`src/rtl/shift_add_mult.sv`:
```
`default_nettype none
// ============================================================================
//  Module   : shift_add_mult
//  Purpose  : Sequential shift-and-add multiplier. One multiplier bit is
//             consumed per clock, LSB first, giving a fixed latency of N
//             cycles. Optional two's-complement operands (sign-magnitude
//             internally), optional auto-launch on operand change, and an
//             optionally inverted LED copy of the product.
//  Ports    : clk   - clock, rising edge
//             rst   - asynchronous active-high reset
//             start - launch request (AUTO=0 only)
//             a, b  - multiplicand / multiplier, N bits
//             busy  - operation in progress (N cycles)
//             done  - one-cycle pulse, new product on p
//             p     - registered 2N-bit product of the last operation
//             led   - p, or ~p when INV=1
//  Revision : 1.0 - initial release
// ============================================================================
module shift_add_mult #(
  parameter int N      = 8,
  parameter int SIGNED = 0,
  parameter int AUTO   = 0,
  parameter int INV    = 0
) (
  input  logic           clk,
  input  logic           rst,
  input  logic           start,
  input  logic [N-1:0]   a,
  input  logic [N-1:0]   b,
  output logic           busy,
  output logic           done,
  output logic [2*N-1:0] p,
  output logic [2*N-1:0] led
);

  localparam int         CW   = (N > 1) ? $clog2(N) : 1;
  localparam logic [CW-1:0] LAST = CW'(N - 1);

  typedef enum logic [0:0] {
    IDLE = 1'b0,
    RUN  = 1'b1
  } state_t;

  state_t           state_q, state_d;
  logic [CW-1:0]    cnt_q, cnt_d;
  logic [2*N-1:0]   mcand_q, mcand_d;
  logic [N-1:0]     mplier_q, mplier_d;
  logic [2*N-1:0]   acc_q, acc_d;
  logic             neg_q, neg_d;
  logic [2*N-1:0]   p_q, p_d;
  logic             done_q, done_d;
  logic [2*N-1:0]   prev_q, prev_d;
  logic             pend_q, pend_d;

  logic             launch;
  logic             opnd_changed;
  logic [N-1:0]     a_mag;
  logic [N-1:0]     b_mag;
  logic [2*N-1:0]   addend;
  logic [2*N-1:0]   acc_sum;

  // The operand copy follows {a,b} every cycle. A change seen while RUN is
  // remembered in pend so that the operation is relaunched once the current
  // one completes, even though the copy has already caught up by then.
  assign opnd_changed = (prev_q != {a, b});

  always_comb begin
    launch = 1'b0;
    if (state_q == IDLE) begin
      if (AUTO != 0) launch = opnd_changed || pend_q;
      else           launch = start;
    end
  end

  // Magnitudes: -2^(N-1) negates to itself, which read unsigned is exactly
  // 2^(N-1), so no extra bit is needed.
  always_comb begin
    a_mag = a;
    b_mag = b;
    if (SIGNED != 0) begin
      if (a[N-1]) a_mag = -a;
      if (b[N-1]) b_mag = -b;
    end
  end

  assign addend  = mplier_q[0] ? mcand_q : '0;
  assign acc_sum = acc_q + addend;

  always_comb begin
    state_d  = state_q;
    cnt_d    = cnt_q;
    mcand_d  = mcand_q;
    mplier_d = mplier_q;
    acc_d    = acc_q;
    neg_d    = neg_q;
    p_d      = p_q;
    done_d   = 1'b0;
    prev_d   = {a, b};
    pend_d   = pend_q;

    case (state_q)
      IDLE: begin
        if (launch) begin
          state_d  = RUN;
          cnt_d    = '0;
          mcand_d  = {{N{1'b0}}, a_mag};
          mplier_d = b_mag;
          acc_d    = '0;
          neg_d    = (SIGNED != 0) ? (a[N-1] ^ b[N-1]) : 1'b0;
          pend_d   = 1'b0;
        end
      end
      RUN: begin
        if ((AUTO != 0) && opnd_changed) pend_d = 1'b1;
        acc_d    = acc_sum;
        mcand_d  = mcand_q << 1;
        mplier_d = mplier_q >> 1;
        if (cnt_q == LAST) begin
          // Last bit: the sum including this bit is the final magnitude.
          p_d     = neg_q ? -acc_sum : acc_sum;
          done_d  = 1'b1;
          state_d = IDLE;
        end else begin
          cnt_d = cnt_q + 1'b1;
        end
      end
      default: state_d = IDLE;
    endcase
  end

  always_ff @(posedge clk or posedge rst) begin
    if (rst) begin
      state_q  <= IDLE;
      cnt_q    <= '0;
      mcand_q  <= '0;
      mplier_q <= '0;
      acc_q    <= '0;
      neg_q    <= 1'b0;
      p_q      <= '0;
      done_q   <= 1'b0;
      prev_q   <= '0;
      pend_q   <= 1'b0;
    end else begin
      state_q  <= state_d;
      cnt_q    <= cnt_d;
      mcand_q  <= mcand_d;
      mplier_q <= mplier_d;
      acc_q    <= acc_d;
      neg_q    <= neg_d;
      p_q      <= p_d;
      done_q   <= done_d;
      prev_q   <= prev_d;
      pend_q   <= pend_d;
    end
  end

  assign busy = (state_q == RUN);
  assign done = done_q;
  assign p    = p_q;

  generate
    if (INV != 0) begin : g_led_inv
      assign led = ~p_q;
    end else begin : g_led_true
      assign led = p_q;
    end
  endgenerate

endmodule
`default_nettype wire

```
`config.mk`:
```
export PLATFORM = sky130hd
export DESIGN_NAME = shift_add_mult
export DESIGN_NICKNAME = d
export VERILOG_FILES = /design/src/rtl/shift_add_mult.sv
export SDC_FILE = /design/constraint.sdc
export NUM_CORES = 1
export LEC_CHECK = 0
export CAP_MARGIN = 0
export CELL_PAD_IN_SITES_DETAIL_PLACEMENT = 1
export CELL_PAD_IN_SITES_GLOBAL_PLACEMENT = 2
export CORE_MARGIN = 5
export CORE_UTILIZATION = 34
export CTS_CLUSTER_DIAMETER = 50
export DETAILED_ROUTE_END_ITERATION = 7
export PLACE_DENSITY = 0.91
export SETUP_SLACK_MARGIN = 0.2
export SYNTH_ARGS = -nofsm -noshare
export SYNTH_HDL_FRONTEND = slang
export SYNTH_SLANG_ARGS = --single-unit
```
`constraint.sdc`:
```
create_clock -name clk -period 2.9 [get_ports clk]
set_input_delay 0.29 -clock clk [delete_from_list [all_inputs] [get_ports clk]]
set_output_delay 0.29 -clock clk [all_outputs]
set_load 0.05 [all_outputs]
```
==> results.txt, run 1 <==
The critical path startpoint category is a register. Data on the critical path is required at its endpoint by 3.12 ns. The setup slack after placement came out at 0.204 ns. The distinct cell type count after synthesis came out at 48. The first detailed-routing pass ran for 4 iterations. The post-route netlist has 11.5% of its cells at a drive strength greater than 1.

TritonCTS built the clock tree. The area occupied by multi-input gates came out at 1750 µm². The final weighted congestion in routability-driven placement came out at 0.852.

Yosys mapped a number of flops with a built-in enable equal to 0. Fill cells in the final layout number 1,154. The pin count of the biggest net entering global routing is 58. The path class of the tightest hold or removal check is in -> async. Once placement completed, the tool counted placed cells totaling 519.

The final hold violation count came out at 0. The clock-pin slew reported for the worst setup and hold paths after clock tree synthesis is 0.07 ns. Among all stages on the critical path, the largest delay is contributed by dfrtp_2.

Yosys attributes the largest share of cell area to dfrtp_1, nand2_1, ha_1. The number of antenna-violating nets in the routed design is 0. The number of antenna violations at the first check in global routing is 0. The final count of pins violating max slew came out at 0. The power density relative to cell area came out at 1110 nW/µm². The setup violation total in the final timing report came out at 0.

The quantity of I/O buffers inserted on ports came out at 52. The core region is 10,100 µm². The starting utilization of the core area came out at 34.3%.

On the worst path, the slowest cell contributes a delay of 0.47 ns. The first global-routing pass estimated 14,600 µm of wire. The endpoint identified for the worst register-to-register timing path is led[12]$_DFFE_PP0P_. The arrival time of data at the critical path endpoint is 2.80 ns. The routed wire length per instance came out at 15.8 µm. The maximum clock insertion buffer count is 2. The synthesized cell area is 3480 µm². The number of hold-repair buffers added at the cts stage came out at 0. From left edge to right edge, the die measures 111 µm. By startpoint and endpoint, the worst setup path is classified as reg -> reg. The maximum fanout along the worst path came out at 12. The detailed-placement wirelength estimate is 6210 µm. The area growth from synthesis to layout came out at 22.3%. The final instance count without filler cells came out at 536.

The static leakage is 1.95 nW. The worst vdd rail ir drop is 0.324 mV. Setup slack closes at 0.323 ns. The number of buffers added by the clock tree synthesis step is 9. The repair_antennas step left the layout with diodes totalling 0. The setup check on the worst reg-to-reg path leaves a slack of 0.32 ns.

The sequential cells in the finished layout cover a total of 1530 µm². The synthesis-stage register bit count came out at 61. Of the post-synthesis cell area, the dominant cell type holds 43.9%. In the global route stage, overall resource usage came out at 14.4%. The die is 111 µm tall. The post-route fraction of the period consumed by the critical path came out at 88.9%. The post-synthesis net count is 398. The clock period minus worst slack came out at 2.58 ns.

The remaining global-route overflow came out at 0. The slew of the pin with the lowest slew margin came out at 0.652 ns. The number of instances in the synthesized netlist came out at 361.

The area of the die came out at 12,400 µm². The run finished with clean final reports. The overall power of the completed layout is 0.00471 W. The setup TNS is 0 ns. The worst clock skew on the final layout is 0.0101 ns.

For this run, the leading register cell type out of synthesis is dfrtp_1. For the worst flop-to-flop path, the logic depth is 8. The count of pins on the block boundary came out at 53. The latest clock arrival within the worst-skew pair came out at 0.34 ns. Counting flops with an async set or reset pin after synthesis yields a share of 100%.

STA classifies the critical path endpoint as a register. dfrtp_1 takes more of the synthesized area than any other cell. The number of standard-cell rows in the floorplan came out at 37. The via count of the routed design is 2,738. The tree is rooted in a clkbuf_8. In the routed layout, each cell is associated on average with a via count of 5.11. The mean instance size in the synthesized netlist came out at 9.64 µm². The relative slew slack came out at 56.5%. Setup repair after global routing left no endpoint under its margin. The highest achievable clock rate is 388 MHz.

The beginning of the worst register-to-register path is mplier_q[0]$_DFFE_PP0P_. The total number of clock tree sinks came out at 61. The detailed router's first-iteration violation count is 61. The number of remaining DRC errors is 0. The sequential share of the synthesized area came out at 43.9%. Across the run, the number of max-cap violations was 0. Traced cell by cell, the critical path runs through and2_1 > ha_1 > fa_1 > a21o_1 > a221o_2 > a21boi_4 > xnor2_1 > mux2_4. The number of nets in the final layout is 432.

The final routed wirelength across all metal layers came out at 8450 µm. The count of yosys warnings during synthesis is 0. CTS built an H-tree with a depth of 3. The number of global-route vias before repair is 2,892.
## final cells by class
type | instances | share of cell area (%)
clock inverter | 3 | 0.999
tap | 136 | 4.00
timing repair buffer | 59 | 13.7
inverter | 5 | 0.441
sequential | 61 | 35.9
multi-input combinational | 259 | 41.0
clock buffer | 13 | 3.97
## what timing repair did
item,in CTS,in global routing
resized for setup,1,3
setup buffers,0,1
setup endpoints to repair,1,3
## logic make-up (layout without fill, tap and decap cells)
family / after synthesis / after routing / share of synthesized area [%]
xor gates and xnor gates: 14 / 14 / 3.52
and+or+nand+nor: 110 / 110 / 14.8
AOI/OAI and AO/OA: 87 / 87 / 15.8
DFF: 61 / 61 / 43.9
adders and majority gates: 18 / 18 / 6.69
muxes: 30 / 30 / 9.13
buffers and inverters: 41 / 80 / 6.22
## synthesized netlist by cell type, types with 2 or more instances
cell type,number
inv_1,5
buf_4,16
a21oi_1,16
xor2_1,5
mux2_2,10
o211ai_1,3
a31oi_1,3
o21ai_0,38
a22o_1,2
mux2i_1,19
nor3b_1,2
o22ai_1,3
clkbuf_1,16
nor2_1,11
and3_1,3
buf_1,2
nand4_1,2
and2_1,16
nor3_1,3
buf_2,2
nand3_1,2
xnor2_1,9
and4_2,2
ha_1,17
dfrtp_1,61
a21o_1,9
nand2_1,63
## through the flow
step	hold slack (ns)	utilization, %	area (µm²)
floorplan	0.446	-	3480
global placement	0.469	39.7	4030
detailed placement	0.489	39.7	4030
CTS	0.345	41.8	4240
global route	0.377	42.0	4260
finish	0.336	42.0	4260
## power breakdown
part           leakage, nW  internal [W]  switching, W
combinational         1.06      0.000884       0.00158
sequential           0.788       0.00120      0.000242
clock                0.106      0.000466      0.000338
## worst max-delay path, delay by kind of cell (launching register included)
family / cells / cell delay, ns
AOI/OAI and AO/OA: 3 / 0.81
muxes: 1 / 0.26
DFF: 1 / 0.47
and+or+nand+nor: 1 / 0.16
xor gates and xnor gates: 1 / 0.10
adders and majority gates: 2 / 0.66
## layer usage
layer / wire length [µm] / track usage [%] / vias to the layer above
li1: - / - / 1316
met1: 3950 / 19.1 / 1347
met2: 3980 / 22.7 / 62
met3: 354 / 3.77 / 13
met4: 161 / 5.27 / 0
met5: 0 / 0 / -
## worst max-delay path by stage
stage                           to  cells past startpoint                    start  slack (ns)
6_report       led[12]$_DFFE_PP0P_                      8  mplier_q[0]$_DFFE_PP0P_        0.32
5_1_grt        led[12]$_DFFE_PP0P_                      8  mplier_q[0]$_DFFE_PP0P_        0.23
4_1_cts        led[10]$_DFFE_PP0P_                      9  mplier_q[0]$_DFFE_PP0P_        0.24
3_5_place_dp   led[10]$_DFFE_PP0P_                      9  mplier_q[0]$_DFFE_PP0P_        0.20
3_3_place_gp   led[10]$_DFFE_PP0P_                      9  mplier_q[0]$_DFFE_PP0P_        0.31
2_1_floorplan  led[12]$_DFFE_PP0P_                      9  mplier_q[0]$_DFFE_PP0P_        0.41
## placed cells by master, fill, tap and decap left out, types with 2 or more instances in the layout
master	n
buf_4	7
a22o_1	2
nor2_1	11
o22ai_1	3
nand2_1	63
clkdlybuf4s50_1	51
o21ai_0	38
xnor2_1	9
clkbuf_8	12
a31oi_1	3
a21oi_1	16
and4_2	2
o211ai_1	3
xor2_1	5
and2_1	16
nor3b_1	2
nand3_1	2
and3_1	3
mux2_2	10
a21o_1	9
ha_1	16
dfrtp_1	60
mux2i_1	19
inv_1	4
nor3_1	3
nand4_1	2
## registers in the layout, indices dropped and copies added, names as in the netlist
| name | flops |
|---|---|
| mplier_q | 8 |
| mcand_q | 16 |
| busy | 1 |
| cnt_q | 3 |
| done | 1 |
| acc_q | 16 |
| led | 16 |
(Power assumes the default switching activity.)
==> run 2: changes to the inputs <==
--- a/config.mk
+++ b/config.mk
@@ -5,7 +5,6 @@
 export SDC_FILE = /design/constraint.sdc
 export NUM_CORES = 1
 export LEC_CHECK = 0
-export CAP_MARGIN = 0
 export CELL_PAD_IN_SITES_DETAIL_PLACEMENT = 1
 export CELL_PAD_IN_SITES_GLOBAL_PLACEMENT = 2
 export CORE_MARGIN = 5
@@ -14,6 +13,7 @@
 export DETAILED_ROUTE_END_ITERATION = 7
 export PLACE_DENSITY = 0.91
 export SETUP_SLACK_MARGIN = 0.2
+export SKIP_CTS_REPAIR_TIMING = 1
 export SYNTH_ARGS = -nofsm -noshare
 export SYNTH_HDL_FRONTEND = slang
 export SYNTH_SLANG_ARGS = --single-unit
==> results of run 2 <==
The final DEF is identical to that of run 1; final timing and power are the same.
